File: src/rtl/falu_pkg.sv
// Definitions shared by the floating-point ALU and the fmac_seq sequencer:
// ALU opcodes, the sequencer state encoding and common FP constants.
package falu_pkg;

  localparam logic [1:0] ADD = 2'b00;
  localparam logic [1:0] SUB = 2'b01;
  localparam logic [1:0] MUL = 2'b10;
  localparam logic [1:0] DIV = 2'b11;

  localparam logic [31:0] FP_ZERO = 32'h0000_0000;
  localparam logic [31:0] FP_ONE  = 32'h3F80_0000;

  typedef enum logic [2:0] {
    ST_IDLE      = 3'd0,
    ST_WAIT_PAIR = 3'd1,
    ST_MUL       = 3'd2,
    ST_ADD       = 3'd3,
    ST_FINISH    = 3'd4
  } fmac_state_e;

endpackage

File: src/rtl/fmac_seq.sv
// Multiply-accumulate sequencer: acc = bias + sum(w_i * x_i), with every
// multiply and add carried out by the neighbouring shared FP ALU.
module fmac_seq
  import falu_pkg::*;
#(
  parameter int CNT_W = 8
) (
  input  logic             clk,
  input  logic             reset,
  input  logic             start,
  input  logic [CNT_W-1:0] n_terms,
  input  logic [31:0]      bias,
  input  logic             pair_valid,
  output logic             pair_ready,
  input  logic [31:0]      pair_w,
  input  logic [31:0]      pair_x,
  output logic [1:0]       alu_opf,
  output logic [31:0]      alu_regb,
  output logic [31:0]      alu_regc,
  input  logic [31:0]      alu_rega,
  output logic             busy,
  output logic             done,
  output logic [31:0]      result,
  output fmac_state_e      dbg_state
);

  // Pair stream handshake: a pair transfers on a rising clk edge where
  // pair_valid && pair_ready. pair_ready is registered and only high in
  // WAIT_PAIR; pair_w/pair_x need only be stable while pair_valid is high.

  fmac_state_e      state_q, state_d;
  logic [31:0]      acc_q, acc_d;
  logic [31:0]      prod_q, prod_d;
  logic [31:0]      w_q, w_d;
  logic [31:0]      x_q, x_d;
  logic [31:0]      result_q, result_d;
  logic [CNT_W-1:0] cnt_q, cnt_d;
  logic             pair_ready_q, pair_ready_d;
  logic             done_q, done_d;
  logic [1:0]       opf_q, opf_d;
  logic [31:0]      regb_q, regb_d;
  logic [31:0]      regc_q, regc_d;

  always_comb begin
    state_d  = state_q;
    acc_d    = acc_q;
    prod_d   = prod_q;
    w_d      = w_q;
    x_d      = x_q;
    result_d = result_q;
    cnt_d    = cnt_q;
    opf_d    = opf_q;
    regb_d   = regb_q;
    regc_d   = regc_q;

    case (state_q)
      ST_IDLE: begin
        if (start) begin
          acc_d   = bias;
          cnt_d   = n_terms;
          state_d = (n_terms == '0) ? ST_FINISH : ST_WAIT_PAIR;
        end
      end
      ST_WAIT_PAIR: begin
        if (pair_valid && pair_ready_q) begin
          w_d     = pair_w;
          x_d     = pair_x;
          // ALU operands are loaded on the way into MUL so they are stable
          // for the whole MUL cycle.
          opf_d   = MUL;
          regb_d  = pair_w;
          regc_d  = pair_x;
          state_d = ST_MUL;
        end
      end
      ST_MUL: begin
        prod_d  = alu_rega;
        opf_d   = ADD;
        regb_d  = acc_q;
        regc_d  = alu_rega;
        state_d = ST_ADD;
      end
      ST_ADD: begin
        acc_d = alu_rega;
        if (cnt_q != '0) cnt_d = cnt_q - CNT_W'(1);
        state_d = (cnt_q <= CNT_W'(1)) ? ST_FINISH : ST_WAIT_PAIR;
      end
      ST_FINISH: begin
        result_d = acc_q;
        state_d  = ST_IDLE;
      end
      default: state_d = ST_IDLE;
    endcase

    pair_ready_d = (state_d == ST_WAIT_PAIR);
    done_d       = (state_q == ST_FINISH);
  end

  always_ff @(posedge clk or posedge reset) begin
    if (reset) begin
      state_q      <= ST_IDLE;
      acc_q        <= FP_ZERO;
      prod_q       <= FP_ZERO;
      w_q          <= FP_ZERO;
      x_q          <= FP_ZERO;
      result_q     <= FP_ZERO;
      cnt_q        <= '0;
      pair_ready_q <= 1'b0;
      done_q       <= 1'b0;
      opf_q        <= ADD;
      regb_q       <= FP_ZERO;
      regc_q       <= FP_ZERO;
    end else begin
      state_q      <= state_d;
      acc_q        <= acc_d;
      prod_q       <= prod_d;
      w_q          <= w_d;
      x_q          <= x_d;
      result_q     <= result_d;
      cnt_q        <= cnt_d;
      pair_ready_q <= pair_ready_d;
      done_q       <= done_d;
      opf_q        <= opf_d;
      regb_q       <= regb_d;
      regc_q       <= regc_d;
    end
  end

  assign pair_ready = pair_ready_q;
  assign done       = done_q;
  assign result     = result_q;
  assign busy       = (state_q != ST_IDLE);
  assign alu_opf    = opf_q;
  assign alu_regb   = regb_q;
  assign alu_regc   = regc_q;
  assign dbg_state  = state_q;

endmodule

File: config.mk
export PLATFORM = sky130hd
export DESIGN_NAME = fmac_seq
export DESIGN_NICKNAME = d
export VERILOG_FILES = /design/src/rtl/falu_pkg.sv /design/src/rtl/fmac_seq.sv
export SDC_FILE = /design/constraint.sdc
export NUM_CORES = 1
export LEC_CHECK = 0
export CORE_MARGIN = 4
export CORE_UTILIZATION = 30
export CTS_BUF_LIST = sky130_fd_sc_hd__clkbuf_4 sky130_fd_sc_hd__clkbuf_8
export CTS_CLUSTER_SIZE = 30
export DETAILED_ROUTE_END_ITERATION = 7
export PLACE_DENSITY_LB_ADDON = 0.08
export SETUP_SLACK_MARGIN = 0.05
export SYNTH_ARGS = -nofsm -noshare
export SYNTH_HDL_FRONTEND = slang
export SYNTH_SLANG_ARGS = --single-unit
File: constraint.sdc
create_clock -name clk -period 13.38 [get_ports clk]
set_input_delay 2.007 -clock clk [delete_from_list [all_inputs] [get_ports clk]]
set_output_delay 2.007 -clock clk [all_outputs]
set_load 0.02 [all_outputs]
======== Yosys cells after proc, flatten, opt, wreduce, memory -nomap -nowiden ========
Cells that the tools add are included.
operators by class
  $add $sub $neg .......................... 1
  $mul .................................... 0
  divide/modulo/power cells ............... 0
  order comparisons ....................... 1
  equal/unequal tests ..................... 8
  shift operators ......................... 0
  muxes and demuxes ....................... 16
  bitwise logic cells ..................... 0
  reductions and logical operators ........ 10
operators with widths
  cell                                                  number
  case mux 32 bit (2 select lines)                      3
  2-to-1 mux 32 bit                                     3
  2-to-1 mux 8 bit                                      2
  case mux 8 bit (2 select lines)                       1
  2-to-1 mux 3 bit                                      4
  case mux 3 bit (4 select lines)                       1
  <= comparator 8 x 1 -> 1 bit (second input constant)  1
  zero test 8 bit                                       1
  nonzero test 8 bit                                    1
  subtractor 8 x 1 -> 8 bit (second input constant)     1
  == test 3 x 1 -> 1 bit (second input constant)        2
  == test 3 x 2 -> 1 bit (second input constant)        2
  != test 2 bit (second input constant)                 3
  case mux 2 bit (2 select lines)                       1
  AND reduction 2 bit                                   2
  nonzero test 2 bit                                    2
  == test 3 bit (second input constant)                 1
  zero test 3 bit                                       1
  AND reduction 3 bit                                   1
  nonzero test 3 bit                                    1
  2-to-1 mux 2 bit                                      1
  logical AND 1 bit                                     1
word-level totals
  flip-flop bits (word level) ............. 143
  latch bits .............................. 0
  memory bits (writable) .................. 0
  memory bits (read-only) ................. 0
  input bits .............................. 140
  output and inout port bits .............. 104
  word-level logic and storage cells ...... 45
  memories kept ........................... 0

======== Longest topological paths before layout ========
  depth in word-level cells ............... 5
  mapped depth ............................ 8
  depth with buffers taken out ............ 5

======== Least setup slack after synthesis ========
Ideal clock, no wire load.
  kind .................................... flip-flop to output port
  from .................................... reg state_q[1], in the netlist dbg_state[1]
  to ...................................... out busy
  arrival ................................. 1.127 ns
  data required time ...................... 11.373 ns
  slack ................................... 10.246 ns
  stages on the path, launching flop included .. 3
  path buffers ............................ 1
  cell sequence ........................... dfrtp_1 -> buf_2 -> or3_1
between the ends
  cells in the longest elaborated chain, start to end .. 1
ends and longest elaborated chain
  item                      RTL line         source
  start: declaration        fmac_seq.sv:31   fmac_state_e state_q, state_d;
  start signal: assignment  fmac_seq.sv:114  state_q <= state_d;
  nonzero test 3 bit        fmac_seq.sv:132  assign busy = (state_q != ST_IDLE);
  end: declaration          fmac_seq.sv:21   output logic busy,
No other way between the ends.

======== Worst setup path after layout ========
Same ends and word-level chain as after synthesis.

==> metrics.md <==
| Metric | Value |
|---|---|
| CTS root buffer | `clkbuf_8` |
| Number of synthesized register bits | `between 100 and 150` |
| Worst R2R End | `cnt_q[1]$_DFFE_PP0P_` |
| Yosys warnings | `0` |
| PortBufs | `between 200 and 250` |
| GPL Wtd Cong | `0.751` |
| Worst reg-to-reg setup slack | `10.76 ns` |
| CP top delay family | `flip-flops` |
| Slew margin rel. | `0.349` |
| Initial Utilization | `0.306` |
| Pin count of the biggest net entering global routing | `roughly 80` |
| Synth cell types | `42` |
| 1st-iter DRT viols | `about 230` |
| Max stage delay on crit path | `0.58 ns` |
| Synth top area share | `0.551` |
| Die W | `between 150 and 200 um` |
| Worst-Skew Late Latency | `around 0.44 ns` |
| Power per cell area | `about 220 mW/mm^2` |
| Syn Inst Count | `around 620` |
| # hold bufs at CTS | `0` |
| Synth Net Count | `approximately 760` |
| Final setup fails | `0` |
| Total of max-cap violations | `0` |
| Post-synth top area cell | `dfrtp_1` |
| Clock sinks | `~140` |
| Reg2reg start | `dbg_state[1]$_DFF_PP0_` |
| Final hold viol count | `0` |
| CP Depth | `2` |
| Top fanout value on the critical path | `13` |
| WP data arrival | `approximately 2.0 ns` |
| Critical path capture point type | `output port` |
| Buffer count from post-CTS setup fixing | `0` |
| Max IR drop VDD | `about 0.00010 V` |
| Depth of the CTS H-tree | `4` |
| Status | `finished, final reports clean` |
| Gr usage total | `0.167` |
| Leakage dissipation | `approximately 3.8 nW` |
| RSZ-0062 raised after global routing | `false` |
| Post-synth EDFFs | `0` |
| FP Rows | `between 50 and 60` |
| Crit-path cells | `or3_1 > clkdlybuf4s50_1` |
| Clock buffer depth | `2` |
| Register-to-Register Path Depth | `4` |
| Critical path class | `reg -> out` |
| IO Count | `~240` |
| Worst Setup EP | `busy` |
| CP Launch Type | `flip-flop` |
| WP buf/inv | `1` |
| Worst path slowest cell | `dfrtp_1` |
| Post-CTS resize count | `0` |
| Total core area | `0.0211 sq mm` |
| Post-route insts no fill | `1,125` |
| Top cells by area, synth | `dfrtp_1, mux2i_1, nand2_1` |
| DRC viols | `0` |
| Fmax | `0.249 GHz` |
| Initial antenna violation count | `0` |
| Num CTS Buffers | `17` |
| Via count | `5,260` |
| GRT overflow | `0` |
| CTS tree | `done` |
| Critical Path Source | `dbg_state[1]$_DFF_PP0_` |
| First-pass GRT wire length | `about 31 mm` |
| Nets | `980` |
| Die ar. | `0.0239 sq mm` |
| Post-Route WL | `19.9 mm` |
| Layout area overhead | `46.6%` |
| DIE HEIGHT | `approximately 150 um` |
| Post-synthesis sequential area ratio | `0.551` |
| Least-Margin Pin Slew | `around 0.98 ns` |
| Vias in the first global route | `approximately 5.6k` |
| DP Wirelength | `roughly 14 mm` |
| Worst Path Required | `11.37 ns` |
| Synthesized area | `between 0.006 and 0.007 sq mm` |
| Final period utilization | `0.300` |
| Synth Flop Type | `dfrtp_1` |
| Ys async rst share | `1.00` |
| Avg Inst Size Synth | `10.5 sq um` |
| Class of the worst hold path | `reg -> reg` |
| Layout cell share with drive strength beyond 1 | `0.0953` |
| Setup TNS | `0 ns` |
| Inst Count DP | `1,094` |
| Via density | `roughly 4.7` |
| Post-route ant nets | `0` |
| Wirelength per Cell | `~18 um` |
| Min Tclk post-route | `4.02 ns` |
| Ant diodes | `0` |
| CTS clk-pin slew, worst paths | `about 0.080 ns` |
| Final Skew | `around 0.010 ns` |
| DRT Pass-1 Iters | `6` |
| Max Slew Vio Count | `0` |
==> worst reg2reg max path, stage by stage, from the launching register on <==
cell and delay, ns:
dfrtp_1 0.68, and3b_2 0.86, nand4_1 0.38, nand2_2 0.27, mux2_4 0.31
==> stage by stage <==
step	setup WS (ns)	util	total power [mW]	cell area (sq um)	hold slack [ns]
floorplan	7.56	-	1.31	6450	0.467
global placement	9.05	0.428	1.71	9030	0.467
detailed placement	9.01	0.428	1.74	9030	0.473
CTS	9.32	0.448	2.13	9460	0.502
global route	9.25	0.448	2.24	9460	0.530
finish	9.36	0.448	2.09	9460	0.498
==> state kept, by name, summed over array words and instances, names as in the netlist <==
name	count
acc_q	32
alu_opf	1
alu_regb	32
alu_regc	32
cnt_q	8
dbg_state	3
done	1
pair_ready	1
result	32
==> where the power goes <==
part / switching (mW) / total, mW / leakage [nW] / internal (mW)
combinational: 0.508 / 0.957 / 1.86 / 0.449
clock: 0.168 / 0.378 / 0.211 / 0.210
sequential: 0.134 / 0.757 / 1.74 / 0.623
==> layout make-up <==
cell class / count / area [sq um]
repair buffers: 249 / 2470
fillers: 2017 / 11600
inverters: 4 / 20.0
multi-input cells: 424 / 2640
clock buffers: 20 / 263
flip-flops and latches: 142 / 3550
clock inverters: 11 / 166
well taps: 275 / 344
==> how the worst min path moves through the flow <==
stage	start	end	slack [ns]	depth (start not counted)
after CTS	alu_opf[1]$_DFFE_PP0P_	alu_opf[1]$_DFFE_PP0P_	0.50	1
after global routing	result[22]$_DFFE_PP0P_	result[22]$_DFFE_PP0P_	0.53	1
after global placement	alu_opf[1]$_DFFE_PP0P_	alu_opf[1]$_DFFE_PP0P_	0.47	1
after detailed placement	alu_opf[1]$_DFFE_PP0P_	alu_opf[1]$_DFFE_PP0P_	0.47	1
final	alu_opf[1]$_DFFE_PP0P_	alu_opf[1]$_DFFE_PP0P_	0.50	1
after floorplan	acc_q[24]$_DFFE_PP0P_	alu_regb[24]$_DFFE_PP0P_	0.47	2
==> synthesized netlist by cell type (5+ instances only) <==
cell type  instances
clkbuf_1          19
nand2_1          133
a21oi_1            6
a31oi_1           33
buf_2             12
o21ai_1           38
buf_4              9
dfrtp_1          142
buf_6              5
nor2_1            39
mux2i_1           64
o21ai_0           32
mux2_2            32
==> layout by cell type (no fill, tap or decap), types with 6 or more instances in the layout <==
master and n:
clkdlybuf4s50_1 242, mux2_2 32, o21ai_1 38, o21ai_0 32, nand2_1 133, a21oi_1 6
a31oi_1 33, clkbuf_8 18, dfrtp_1 142, buf_4 7, mux2i_1 64, nor2_1 39
==> metal layers <==
| metal | track usage | up-vias | share of wire |
|---|---|---|---|
| met5 | 0 | - | 0 |
| met2 | 0.270 | 163 | 0.48 |
| li1 | - | 2571 | - |
| met1 | 0.221 | 2507 | 0.45 |
| met4 | 0.0463 | 0 | 0.013 |
| met3 | 0.0448 | 19 | 0.057 |
==> cells by family after synthesis <==
| group | after synthesis | share of synthesized area |
|---|---|---|
| simple gates | 199 | 0.134 |
| flops | 142 | 0.551 |
| compound gates | 125 | 0.111 |
| mux | 97 | 0.158 |
| buf+inv | 49 | 0.0419 |
| fa+ha+maj | 2 | 0.00388 |
| other cells | 1 | 0.000582 |
Note: power is estimated with default switching activity, not from simulation.
